## src/rtl/debounce_pkg.sv

```systemverilog
// debounce_pkg: shared types and constants for the debounce_array block.
//   state_t             - per-channel FSM state (STABLE, PENDING)
//   DEFAULT_RESET_LEVEL - debounced level taken at reset (1 suits active-low buttons)
package debounce_pkg;

  typedef enum logic {
    STABLE  = 1'b0,
    PENDING = 1'b1
  } state_t;

  localparam logic DEFAULT_RESET_LEVEL = 1'b1;

endpackage

```

## src/rtl/debounce_channel.sv

```systemverilog
// debounce_channel: single-channel debouncer FSM.
//   clk       - clock, all state on rising edge
//   reset     - synchronous active-high reset
//   sample_en - sampling strobe; state holds while low
//   s         - (possibly synchronised) raw input sample
//   dout      - registered debounced level
//   rise/fall - registered one-cycle pulses aligned with the dout change
module debounce_channel
  import debounce_pkg::*;
#(
  parameter int unsigned STABLE_CYCLES = 5,
  parameter logic        RESET_LEVEL   = DEFAULT_RESET_LEVEL
) (
  input  logic clk,
  input  logic reset,
  input  logic sample_en,
  input  logic s,
  output logic dout,
  output logic rise,
  output logic fall
);

  localparam int unsigned   CW   = $clog2(STABLE_CYCLES);
  localparam logic [CW-1:0] LAST = CW'(STABLE_CYCLES - 1);

  state_t        state, state_nx;
  logic [CW-1:0] count, count_nx;
  logic          dout_nx;

  always_ff @(posedge clk) begin
    if (reset) begin
      state <= STABLE;
      count <= '0;
      dout  <= RESET_LEVEL;
      rise  <= 1'b0;
      fall  <= 1'b0;
    end else begin
      state <= state_nx;
      count <= count_nx;
      dout  <= dout_nx;
      // Pulses are derived from the same next-value so they line up with dout.
      rise  <= dout_nx & ~dout;
      fall  <= ~dout_nx & dout;
    end
  end

  always_comb begin
    state_nx = state;
    count_nx = count;
    dout_nx  = dout;
    if (sample_en) begin
      unique case (state)
        STABLE: begin
          if (s != dout) begin
            state_nx = PENDING;
            count_nx = CW'(1);
          end else begin
            count_nx = '0;
          end
        end
        PENDING: begin
          if (s == dout) begin
            state_nx = STABLE;
            count_nx = '0;
          end else if (count == LAST) begin
            dout_nx  = ~dout;
            state_nx = STABLE;
            count_nx = '0;
          end else begin
            count_nx = count + CW'(1);
          end
        end
        default: begin
          state_nx = STABLE;
          count_nx = '0;
        end
      endcase
    end
  end

endmodule

```

## src/rtl/debounce_array.sv

```systemverilog
// debounce_array: N_CH independent input debouncers.
//   clk       - sole clock
//   reset     - synchronous active-high reset
//   sample_en - sampling strobe shared by all channels
//   Din       - raw bouncing inputs, one bit per channel
//   Dout      - registered debounced levels
//   rise/fall - one-cycle pulses on Dout 0->1 / 1->0
// Build option: define DEBOUNCE_SYNC_EN to insert a two-flop synchroniser on
// every Din bit (free-running, adds 2 cycles of latency).
module debounce_array
  import debounce_pkg::*;
#(
  parameter int unsigned N_CH          = 4,
  parameter int unsigned STABLE_CYCLES = 5,
  parameter logic        RESET_LEVEL   = DEFAULT_RESET_LEVEL
) (
  input  logic            clk,
  input  logic            reset,
  input  logic            sample_en,
  input  logic [N_CH-1:0] Din,
  output logic [N_CH-1:0] Dout,
  output logic [N_CH-1:0] rise,
  output logic [N_CH-1:0] fall
);

  if (N_CH == 0 || N_CH > 32 || STABLE_CYCLES < 2 || STABLE_CYCLES > 65535) begin : g_param_check
    $error("debounce_array: N_CH must be 1..32 and STABLE_CYCLES 2..65535");
  end

  logic [N_CH-1:0] s;

`ifdef DEBOUNCE_SYNC_EN
  logic [N_CH-1:0] sync_meta, sync_out;

  // Clocked every cycle regardless of sample_en.
  always_ff @(posedge clk) begin
    if (reset) begin
      sync_meta <= {N_CH{RESET_LEVEL}};
      sync_out  <= {N_CH{RESET_LEVEL}};
    end else begin
      sync_meta <= Din;
      sync_out  <= sync_meta;
    end
  end

  assign s = sync_out;
`else
  assign s = Din;
`endif

  for (genvar i = 0; i < N_CH; i++) begin : g_ch
    debounce_channel #(
      .STABLE_CYCLES (STABLE_CYCLES),
      .RESET_LEVEL   (RESET_LEVEL)
    ) u_ch (
      .clk       (clk),
      .reset     (reset),
      .sample_en (sample_en),
      .s         (s[i]),
      .dout      (Dout[i]),
      .rise      (rise[i]),
      .fall      (fall[i])
    );
  end

endmodule
```

## config.mk

```make
export PLATFORM = sky130hd
export DESIGN_NAME = debounce_array
export DESIGN_NICKNAME = d
export VERILOG_FILES = /design/src/rtl/debounce_pkg.sv /design/src/rtl/debounce_channel.sv /design/src/rtl/debounce_array.sv
export SDC_FILE = /design/constraint.sdc
export NUM_CORES = 1
export LEC_CHECK = 0
export CAP_MARGIN = 20
export CORE_AREA = 2 2 56 58
export CTS_CLUSTER_DIAMETER = 80
export DETAILED_ROUTE_END_ITERATION = 10
export DIE_AREA = 0 0 58 60
export MAX_ROUTING_LAYER = met4
export PLACE_DENSITY = 0.71
export SLEW_MARGIN = 20
export SYNTH_ARGS = -nofsm -noshare
export SYNTH_HDL_FRONTEND = slang
export SYNTH_SLANG_ARGS = --single-unit
```

## constraint.sdc

```tcl
create_clock -name clk -period 1.5 [get_ports clk]
set_input_delay 0.225 -clock clk [delete_from_list [all_inputs] [get_ports clk]]
set_output_delay 0.225 -clock clk [all_outputs]
set_load 0.01 [all_outputs]
```

* After elaboration in Yosys (flattened, before gate mapping)
Cells that the tools add are included.
** Cells by class
- Order comparisons :: 0
- Shift-type cells :: 0
- $mul :: 0
- Mux-type cells :: 48
- Div/mod/pow operators :: 0
- Reduce and logical (&&, ||, !) cells :: 0
- Equality and inequality tests :: 12
- Add/subtract/negate cells :: 4
- Bitwise gates (word level) :: 20
** Operators with widths (number)
- $mux 1 :: 32
- $mux 3 :: 8
- $pmux 3 s2 :: 4
- $add 3x1->3 const B :: 4
- $eq 3x3->1 const B :: 4
- $not 1->1 :: 12
- $and 1x1->1 :: 8
- $pmux 1 s2 :: 4
- $eq 1x1->1 :: 4
- $ne 1x1->1 :: 4
** Storage, ports and cells
- Output and inout port bits :: 12
- Memories :: 0
- Bits in registers :: 28
- RAM bits :: 0
- Bits in latches :: 0
- Memory bits (read-only) :: 0

* Logic depth before layout (Yosys ltp)
- Depth in word-level cells :: 7
- Depth in mapped cells :: 5

* By module
A second synthesis with hierarchy kept.
** Second synthesis, totals
- Cells, all modules :: 144
- Area, all modules :: 1316.3 µm²
** By module, submodules not included
- debounce_channel :: seq. area each 140.1 µm², area each 329.1 µm², cells each 36, instances 4

* Worst setup path after synthesis
OpenSTA, ideal clock, no wires.
- Path kind :: reg-to-reg
- Start point :: reg g_ch[1].u_ch.count[0]
- End point :: reg g_ch[1].u_ch.dout
- Cell stages (with the launch flop) :: 6
- Setup time :: 120 ps
- Path slack :: 340 ps
- Clock period less this slack :: 1160 ps
- Required time :: 1380 ps
- Arrival time :: 1040 ps
- Path through :: dfxtp_1 > inv_1 > ha_1 > nand4_1 > nor2_1 > a211o_2
** On the way
- Cells in the longest elaborated chain, start to end :: 5
** Ends and longest elaborated chain
- start, declared :: line debounce_channel.sv:27 : logic [CW-1:0] count, count_nx;
- start signal, assigned :: line debounce_channel.sv:39 : count <= count_nx;
- $eq 3x3->1 :: line debounce_channel.sv:65 : end else if (count == LAST) begin
- $mux 1 :: line debounce_channel.sv:65
- $mux 1 :: line debounce_channel.sv:62 : if (s == dout) begin
- $mux 1 :: line debounce_channel.sv:52 : unique case (state)
- $mux 1 :: line debounce_channel.sv:51 : if (sample_en) begin
- end signal, assigned :: line debounce_channel.sv:40 : dout <= dout_nx;
- end, declared :: line debounce_channel.sv:18 : output logic dout,
Every way passes these cells.
A chain may end at the register's enable or synchronous reset.

* Final worst setup path
- Start point :: reg g_ch[0].u_ch.rise
- End point :: out rise[0]
** RTL lines
- start, declared :: line debounce_channel.sv:19 : output logic rise,
- start signal, assigned :: line debounce_channel.sv:42 : rise <= dout_nx & ~dout;
- end, declared :: line debounce_array.sv:22 : output logic [N_CH-1:0] rise,
No word-level cell between the ends.

==> impl_metrics.ini <==
[run_status]
outcome = completed

[clock_network]
post_cts_buffers = 0
cts_tree = done
cts.sinks = 28
clockRootBuffer = clkbuf_4
cts_buffer_depth = 2
clkTransAtPathRegs_ps = 140
cts-resized-gates = 7
hold_buffers = 0
htree_levels = 1
cts_buffers = 3
clk_latency_ps = 310

[layout]
areaGrowthSynthToFinish_pct = 11.4
fin_cells = 207
stdcell_area_um2 = 1630
layout-drive-gt1-share_pct = 9.20
final_nets = 191
n_antenna_cell = 0

[routing]
drc = 0
drtIter0Drc = 20
vias = 1108
routed_wl_mm = 2.40
vias_per_cell = 5.35
detail-route-antenna-nets = 0
wl_per_cell_um = 11.6
dr.pass1.iters = 4

[floorplanning]
core_um2 = 2900
dieArea_um2 = 3480
rows = 20
die_h_um = 60
ioPinCount = 19
start_util_pct = 50.5
die_w_um = 58

[power]
peakVddDrop_uv = 584
power_frac_seq_pct = 65.3
p_leak_nw = 0.562
p_int_w = 0.000899
finalPower_w = 0.00118
clkPwrFrac_pct = 24.5
p_per_area_nw_per_um2 = 720
swShare_pct = 23.5
combPwrFrac_pct = 10.1
switchingPower_w = 0.000277

[grt]
grt_util_all_layers_pct = 16.2
grt_antenna_before_repair = 0
grt_pass1_vias = 1048
grt_pass1_wl_mm = 4.24
grt_max_degree = 21
overflow = 0

[timing]
fin_crit_ps = 1390
worst_pin_slew_ps = 367
drv_slew = 0
finalHoldViolations = 0
fmax_mhz = 719
worst_clock_skew_ps = 5.86
finalCritPeriodShare_pct = 92.7
setup_viol = 0
relSlewSlack_pct = 75.5
hold_ws_ps = 471
tns_ps = 0
grt_setup_unrepaired = no

[place]
dp_cells = 204
dpl.hpwl_mm = 1.81
gp_congestion = 0.782
io_buffers = 18
placedInstanceArea_um2 = 1590

[setup_path]
cpPeakStageDelay_ps = 520
crit_arrival_ps = 1170
worst_setup_path_start_kind = flip-flop
crit_required_ps = 1270
path_class = reg2out
slowest_stage = clkdlybuf4s50_1
endpoint_kind = output pin
path_max_fanout = 1
worstPathCellList = clkdlybuf4s50_1
cpLargestDelayFamily = buffers and inverters
worst-path-buf-inv = 1

[logic_synthesis]
syn_area_um2 = 1470
yosysSeqAreaShare_pct = 38.3
yosysWarnings = 0
syn-num-nets = 183
syn_avg_cell_area_um2 = 8.72
ys_types = 24
syn_inst = 168
ys_seq_elements = 28

[min_path]
hp-class = reg2reg

[flow_run]
maxCapViolCount = 0
==> synthesized netlist by cell type <==
| library cell | n | area, um^2 |
|---|---|---|
| o211ai_1 | 5 | 37.5 |
| buf_2 | 4 | 20.0 |
| nor2b_1 | 3 | 18.8 |
| clkbuf_1 | 2 | 7.51 |
| nand3_1 | 8 | 40.0 |
| a211o_2 | 1 | 10.0 |
| ha_1 | 8 | 100 |
| buf_4 | 13 | 97.6 |
| xor2_2 | 3 | 48.8 |
| nor3b_1 | 5 | 37.5 |
| a31oi_1 | 3 | 18.8 |
| nor3_1 | 4 | 20.0 |
| and3b_1 | 1 | 8.76 |
| xor2_1 | 1 | 8.76 |
| nand4_1 | 17 | 106 |
| a211o_1 | 3 | 26.3 |
| nor2_1 | 7 | 26.3 |
| and2b_1 | 1 | 7.51 |
| or2b_1 | 1 | 7.51 |
| inv_1 | 16 | 60.1 |
| dfxtp_1 | 28 | 561 |
| a21oi_1 | 17 | 85.1 |
| buf_6 | 1 | 11.3 |
| nand2b_1 | 16 | 100 |
==> per-stage QoR <==
step           utilization, %  worst slack, ps
2_1_floorplan               -              340
3_3_place_gp             54.7             28.5
3_5_place_dp             54.7            -10.9
4_1_cts                  55.9             1.95
5_1_grt                  56.3             41.5
6_report                 56.3              109
==> power groups by stage <==
stage | logic [W] | registers [W] | clock network, W
floorplan | 0.0000856 | 0.000782 | 0
global placement | 0.000114 | 0.000789 | 0
detailed placement | 0.000119 | 0.000790 | 0
CTS | 0.000120 | 0.000769 | 0.000310
global route | 0.000134 | 0.000772 | 0.000340
finish | 0.000119 | 0.000768 | 0.000289
==> layer usage <==
layer,track usage (%),share of wire [%]
met1,19.1,46
met2,27.1,49
met3,2.38,3.8
met4,7.97,1.4
met5,-,0
==> cell families (layout without fill, tap and decap cells) <==
logic type / Yosys count / count (layout) / synth area share [%]
DFF: 28 / 28 / 38.3
adders and majority gates: 8 / 8 / 6.83
AOI/OAI and AO/OA: 29 / 29 / 12.1
xor gates and xnor gates: 4 / 4 / 3.93
buffers and inverters: 36 / 42 / 13.4
and+or+nand+nor: 63 / 63 / 25.4
==> worst paths after layout <==
check,slack (ps),startpoint,cells past startpoint,to
max reg2reg,250,g_ch[3].u_ch.count[0],5,g_ch[3].u_ch.count[2]
min reg2reg,470,g_ch[3].u_ch.dout,1,g_ch[3].u_ch.rise
min,470,g_ch[3].u_ch.dout,1,g_ch[3].u_ch.rise
max,110,g_ch[0].u_ch.rise,1,rise[0]
==> flip-flops by register name, summed over array words and instances, names as in the netlist <==
register / count
g_ch.u_ch.fall: 4
g_ch.u_ch.rise: 4
g_ch.u_ch.count: 12
g_ch.u_ch.dout: 4
g_ch.u_ch.state: 4
==> placed cells by master (no fill, tap or decap) <==
master and n:
clkdlybuf4s50_1 14, inv_1 16, nand4_1 17, a211o_1 3, clkbuf_4 3, and2b_1 1, nand2b_1 16, a21oi_1 17
or2b_1 1, nor3b_1 5, xor2_1 1, a211o_2 1, o211ai_1 5, nor2b_1 3, nor2_1 7, dfxtp_2 1
dfxtp_1 24, nor3_1 4, dfxtp_4 3, and3b_1 1, xor2_2 3, buf_4 5, ha_1 8, nand3_1 8
dlymetal6s2s_1 4, a31oi_1 3
==> cell type report <==
class                      count  area [um^2]
fill                         256         1270
multi-input combinational    104          708
sequential                    28          573
timing repair buffer          23          228
inverter                      16         60.1
tap                           33         41.3
clock buffer                   3         22.5
(Power assumes the default switching activity.)
